<file path="config.mk">
export PLATFORM = sky130hd
export DESIGN_NAME = instruction_line_memory
export DESIGN_NICKNAME = d
export VERILOG_FILES = /design/src/rtl/instruction_line_memory.sv
export SDC_FILE = /design/constraint.sdc
export NUM_CORES = 2
export LEC_CHECK = 0
export ABC_AREA = 0
export BUFFER_PORTS_ARGS = -buffer_cell sky130_fd_sc_hd__buf_2
export CORE_ASPECT_RATIO = 1.5
export CORE_MARGIN = 3
export CORE_UTILIZATION = 40
export DETAILED_ROUTE_END_ITERATION = 10
export HOLD_SLACK_MARGIN = 0.02
export SLEW_MARGIN = 20
export SYNTH_ARGS = -nofsm -noshare
export SYNTH_HDL_FRONTEND = slang
export SYNTH_SLANG_ARGS = --single-unit
</file>
<file path="constraint.sdc">
create_clock -name clock -period 3.55 [get_ports clock]
set_input_delay 0.71 -clock clock [delete_from_list [all_inputs] [get_ports clock]]
set_output_delay 0.71 -clock clock [all_outputs]
set_load 0.1 [all_outputs]
</file>
<file path="src/rtl/instruction_line_memory.sv">
// Backing instruction store: 256 x 16 word array serving 64-bit line refills
// to the instruction cache, plus a preload port that is live in every state.
module instruction_line_memory #(
  parameter int unsigned LATENCY = 2
) (
  input  logic        clock,
  input  logic        reset,
  input  logic        memory_read_enable,
  input  logic [5:0]  memory_address,
  output logic        memory_read_ready,
  output logic [63:0] memory_data,
  input  logic        load_enable,
  input  logic [7:0]  load_address,
  input  logic [15:0] load_data
);

  typedef enum logic [1:0] {
    IDLE  = 2'd0,
    WAIT  = 2'd1,
    FETCH = 2'd2,
    DONE  = 2'd3
  } state_t;

  localparam logic [3:0] LAT = 4'(LATENCY);

  logic [15:0] mem_q [0:255];
  state_t      state_q;
  logic [5:0]  req_line_q;
  logic [3:0]  wait_count_q;
  logic [1:0]  beat_q;
  logic        ready_q;
  logic [63:0] data_q;
  logic [15:0] fetch_word_s;

  // The array has no reset; a beat reads the value from before any same-edge load.
  assign fetch_word_s = mem_q[{req_line_q, beat_q}];

  // Preload write port, independent of the refill FSM and of reset.
  always_ff @(posedge clock) begin
    if (load_enable) begin
      mem_q[load_address] <= load_data;
    end
  end

  // Refill FSM: latch the request, wait LATENCY cycles, fetch four beats, pulse ready.
  always_ff @(posedge clock) begin
    if (reset) begin
      state_q      <= IDLE;
      req_line_q   <= 6'd0;
      wait_count_q <= 4'd0;
      beat_q       <= 2'd0;
      ready_q      <= 1'b0;
      data_q       <= 64'd0;
    end else begin
      ready_q <= 1'b0;
      case (state_q)
        IDLE: begin
          if (memory_read_enable) begin
            req_line_q <= memory_address;
            beat_q     <= 2'd0;
            if (LAT != 4'd0) begin
              state_q      <= WAIT;
              wait_count_q <= LAT;
            end else begin
              state_q      <= FETCH;
              wait_count_q <= 4'd0;
            end
          end
        end
        WAIT: begin
          wait_count_q <= wait_count_q - 4'd1;
          if (wait_count_q == 4'd1) begin
            state_q <= FETCH;
            beat_q  <= 2'd0;
          end
        end
        FETCH: begin
          data_q[{beat_q, 4'b0000} +: 16] <= fetch_word_s;
          beat_q <= beat_q + 2'd1;
          if (beat_q == 2'd3) begin
            state_q <= DONE;
            ready_q <= 1'b1;
          end
        end
        DONE: begin
          state_q <= IDLE;
        end
        default: begin
          state_q <= IDLE;
        end
      endcase
    end
  end

  assign memory_read_ready = ready_q;
  assign memory_data       = data_q;

endmodule

</file>
Word-level counts from Yosys, hierarchy flattened

Memory sizes are Yosys's and may differ from the RTL's.
Index checks and enable logic that the tools add are counted.

Memories kept: 1
RAM bits: 4096
Register bits after elaboration: 79
Logic and storage cells: 42
Output and inout bits: 65

Add/sub/neg operators: 3
Shift operators: 2
Reduce and logical (&&, ||, !) cells: 8
Bitwise gates (word level): 1
Eq/ne operators: 8
Mux-type cells: 13

Memories:

| memory | words | width | rd ports | clocked after memory_dff | write ports | RTL line | RTL |
|---|---|---|---|---|---|---|---|
| mem_q  | 256   | 16    | 1        | 0                        | 1           | 26       | `logic [15:0] mem_q [0:255];` |

Operators with widths:

| cell                    | number |
|---|---|
| $bwmux 64               | 1 |
| $shift 16x8->64 const A | 1 |
| $shiftx 16x8->64        | 1 |
| $mux 2                  | 5 |
| $neg 6->8               | 1 |
| $pmux 2 s4              | 1 |
| $pmux 4 s2              | 1 |
| $eq 2x2->1 const B      | 3 |
| $ne 2x2->1 const B      | 3 |
| $pmux 2 s3              | 1 |
| $reduce_and 3->1        | 2 |
| $eq 4x1->1 const B      | 1 |
| $mux 4                  | 1 |
| $reduce_and 2->1        | 2 |
| $sub 4x1->4 const B     | 1 |
| $mux 1                  | 3 |
| $reduce_bool 3->1       | 1 |
| $add 2x1->2 const B     | 1 |
| $eq 2x1->1 const B      | 1 |
| $logic_not 2->1         | 1 |
| $reduce_bool 2->1       | 1 |
| $reduce_or 2->1         | 1 |
| $not 1->1               | 1 |

Logic depth before layout (Yosys ltp)

Word-level depth: 3
Mapped depth: 14
Mapped depth without buffers: 8

Worst setup path before layout

No wires, ideal clock.

Path type: input -> register
Start point: in load_address[3]
End point: mem mem_q[235][0] (enable)
Required time: 3.162 ns
Buffers on the path: 3
Slack: 0.675 ns
Arrival: 2.487 ns
Cell stages on the path: 6
Setup time: 0.388 ns
Path through: clkbuf_1 -> nor2b_1 -> clkbuf_1 -> nand4_1 -> clkbuf_1 -> nor2_1

RTL lines:

| element         | RTL line | RTL |
|---|---|---|
| start, declared | 13       | `input logic [7:0] load_address,` |
| end, declared   | 26       |  |

No word-level cell before the write port.

Final worst setup path

Start point: reg beat_q[0]
End point: reg data_q[54], in the netlist memory_data[54]

Longest elaborated chain between the ends: 3

RTL lines:

| element                                                    | RTL line | RTL |
|---|---|---|
| start, declared                                            | 30       | `logic [1:0] beat_q;` |
| start signal, assigned                                     | 79       | `beat_q <= beat_q + 2'd1;` |
| $mem_v2 256x16 / $neg 6->8 (equally long branches)         | -        |  |
| $shiftx 16x8->64 / $shift 16x8->64 (equally long branches) | 78       | `data_q[{beat_q, 4'b0000} +: 16] <= fetch_word_s;` |
| $bwmux 64 *                                                | 78       |  |
| end signal, assigned by index                              | 78       |  |
| end, declared                                              | 32       | `logic [63:0] data_q;` |

Mark *: on every way between the ends. The rest lies on a longest branch, timed or not.
A chain may end at the register's enable or synchronous reset.

==> reports/metrics.cfg <==
[die]
die_h_um=781
row_count=284
dieArea_um2=409000
die_width_um=523
core_um2=399000
pin_count=99
initial_core_util_pct=40.2

[worst_hold_path]
holdCritPathClass=input port to register
holdCritStartpoint=memory_read_enable
whs_path_depth=3
min_to=req_line_q[3]

[placement]
routabilityCongestion=0.913
io_buffers=98
hpwlAfterDp_um=313000
place_area_um2=174000

[setup_path]
ff2ff_path_depth=13
endpoint_kind=register
arrival_ns=4.47
cp.required_ns=4.39
worstReg2RegStart=beat_q[0]
crit_fanout=19
critPathLaunchType=register
r2r_slack_ns=-0.07
timing.rr.end=memory_data[54]
worstSetupPathType=register to register

[synthesis]
async_reset_ff_share_pct=0
syn_avg_cell_area_um2=21.9
synth_largest_area_cell=edfxtp_1
ys_warn_count=0
yosysMostFrequentCell=edfxtp_1
synth-seq-cells=4175
syn_inst=7313
synth_edf_count=4096
synth.cells.most_frequent=edfxtp_1, mux4_2, nor2_1
synth_area_leaders=edfxtp_1, mux4_2, mux2i_1
synthFlopType=edfxtp_1
synth_area_um2=160000
synth_top_cell_area_share_pct=76.7
synth_nets=7359
synth_cell_types=75
ys_seq_area_share_pct=77.7

[cts]
clk_pin_slew_worst_paths_ns=0.07
insertion_delay_ns=0.93
root_buffer=clkbuf_16
cts_buffer_depth=4
cts_num_sinks=4175
cts_tree=done
cts_htree_levels=5
cts_made_buffers=363

[routing]
dr_total_vias=81800
drtPass1Iterations=10
drc=0
final_antenna_net_count=0
via_per_inst=5.87
drt_iter0_drc=9413
wl_per_cell_um=34.3
finalWirelength_um=479000

[layout]
drive_gt1_share_pct=32.1
area_growth_pct=16.6
fin_util_pct=46.9
design_area_um2=187000
final_nets=8386

[pwr]
powerDensity_nw_per_um2=581
leakage_nw=58.1
ir_drop_uv=430

[status]
violations=negative setup slack
status=finished, violations left

[global_route]
grt_overflow=0
grt_antenna_before_repair=25
grt_pass1_vias=83600
grt_pass1_wl_um=664000
grt_start_max_net_pins=137
global_route.usage.total_pct=23.1

[sta]
fmax_ghz=0.276
setup_viol=10
finClkSkew_ns=0.0412
tightest_slew_ns=1.15
min_period_ns=3.62
hold_violations=0
rsz0062_at_grt=true
slew_violations=0
setup_slack_ns=-0.0750
period_share_pct=102
max_slew_margin_pct=23.1

[run]
drv_cap=0

cell usage in the layout (no fill, tap or decap), types with 16 or more instances in the layout:
cell	Yosys	routed
edfxtp_1	4096	4096
mux4_2	983	983
buf_4	69	805
clkbuf_16	0	372
nor2_1	312	242
nand2_1	225	225
mux2i_1	225	221
a22oi_1	158	156
buf_12	7	141
a21oi_1	124	124
buf_2	111	82
clkinv_1	0	75
dfxtp_1	79	72
o22ai_1	72	70
nor2_2	0	67
clkbuf_1	154	67
clkinv_2	0	60
o21ai_0	63	58
nand3_1	52	52
nor3_1	43	41
a22o_1	41	41
bufinv_16	0	33
mux2_2	33	32
and3_1	25	25
o21ai_1	21	25
diode_2	0	22
o221ai_1	22	21
o211ai_1	21	21
a31oi_1	23	20
nor2b_1	26	17
a221oi_1	19	17
a211oi_1	17	16
clkinvlp_4	0	16
critical path, cell delays in order (launching register included):
cell	delay (ns)
dfxtp_4	0.36
buf_12	0.14
buf_16	0.16
buf_4	0.15
buf_12	0.16
mux4_2	0.35
mux2i_1	0.11
a22oi_2	0.44
nand4_1	0.44
buf_4	0.28
o211ai_1	0.29
buf_4	0.26
o311ai_4	0.16
o21ai_1	0.19
where the power goes:
group	internal (mW)	total, mW	switching, mW
combinational	6.05	14.9	8.85
sequential	54.2	54.4	0.160
clock	21.5	39.4	17.9
per-layer routing:
metal	part of all wire [%]	track usage, %	up-vias
met1	34	26.9	44100
met4	7.2	14.1	4
met3	6.9	3.41	930
li1	-	-	32900
met5	0.0084	0	-
met2	52	40.2	3842
area by class of cell:
type,instances,area [um^2]
fill,32500,212000
timing repair buffer,1087,10400
inverter,15,66.3
multi-input combinational,2698,33700
tap,5291,6620
clock inverter,209,1990
clock buffer,438,9490
sequential,4175,125000
antenna,22,55.1
worst max-delay path by stage:
stage | slack [ns] | end | from | depth (start not counted)
5_1_grt | -0.02 | memory_data[1] | beat_q[0] | 14
2_1_floorplan | 0.67 | mem_q[235][0] | load_address[3] | 6
4_1_cts | -0.02 | memory_data[1] | beat_q[0] | 11
3_3_place_gp | -0.72 | memory_data[54] | beat_q[1] | 12
3_5_place_dp | -0.71 | memory_data[54] | beat_q[0] | 13
6_report | -0.07 | memory_data[54] | beat_q[0] | 13
logic make-up (layout without fill, tap and decap cells):
family / Yosys count / in the layout / synth area share [%]
muxes: 1241 / 1241 / 15.4
DFF: 4175 / 4175 / 77.7
AOI/OAI and AO/OA: 686 / 686 / 3.00
other: 0 / 22 / 0
and+or+nand+nor: 759 / 759 / 2.08
buffers and inverters: 440 / 1749 / 1.69
adders and majority gates: 12 / 12 / 0.0936
per-stage QoR:
stage          hold WS (ns)  setup TNS (ns)  worst slack [ns]  cells  power (mW)
6_report              0.125          -0.400           -0.0750  13900         109
5_1_grt               0.101         -0.0823           -0.0192  13900         111
4_1_cts              0.0489         -0.0388           -0.0203  13900         109
3_5_place_dp          0.449          -16.48            -0.710  13200        69.9
3_3_place_gp          0.436          -17.13            -0.720  13200        69.8
2_1_floorplan         0.468               0             0.675   7313        62.8
state kept, by name (all words and copies together), names as in the netlist:
name	count
memory_read_ready	1
mem_q	4096
state_q	2
req_line_q	6
beat_q	2
memory_data	64
wait_count_q	4
repair_timing:
| action | 4_1_cts | 5_1_grt |
|---|---|---|
| gates cloned | 6 | 5 |
| setup buffers | 14 | 26 |
| hold buffers | 1 | 0 |
| endpoints found under the hold margin | 1 | 0 |
| pin swaps | 5 | 9 |
| gates resized for setup | 82 | 24 |
| endpoints found under the setup margin | 60 | 46 |
Power figures use the tool's default switching activity.
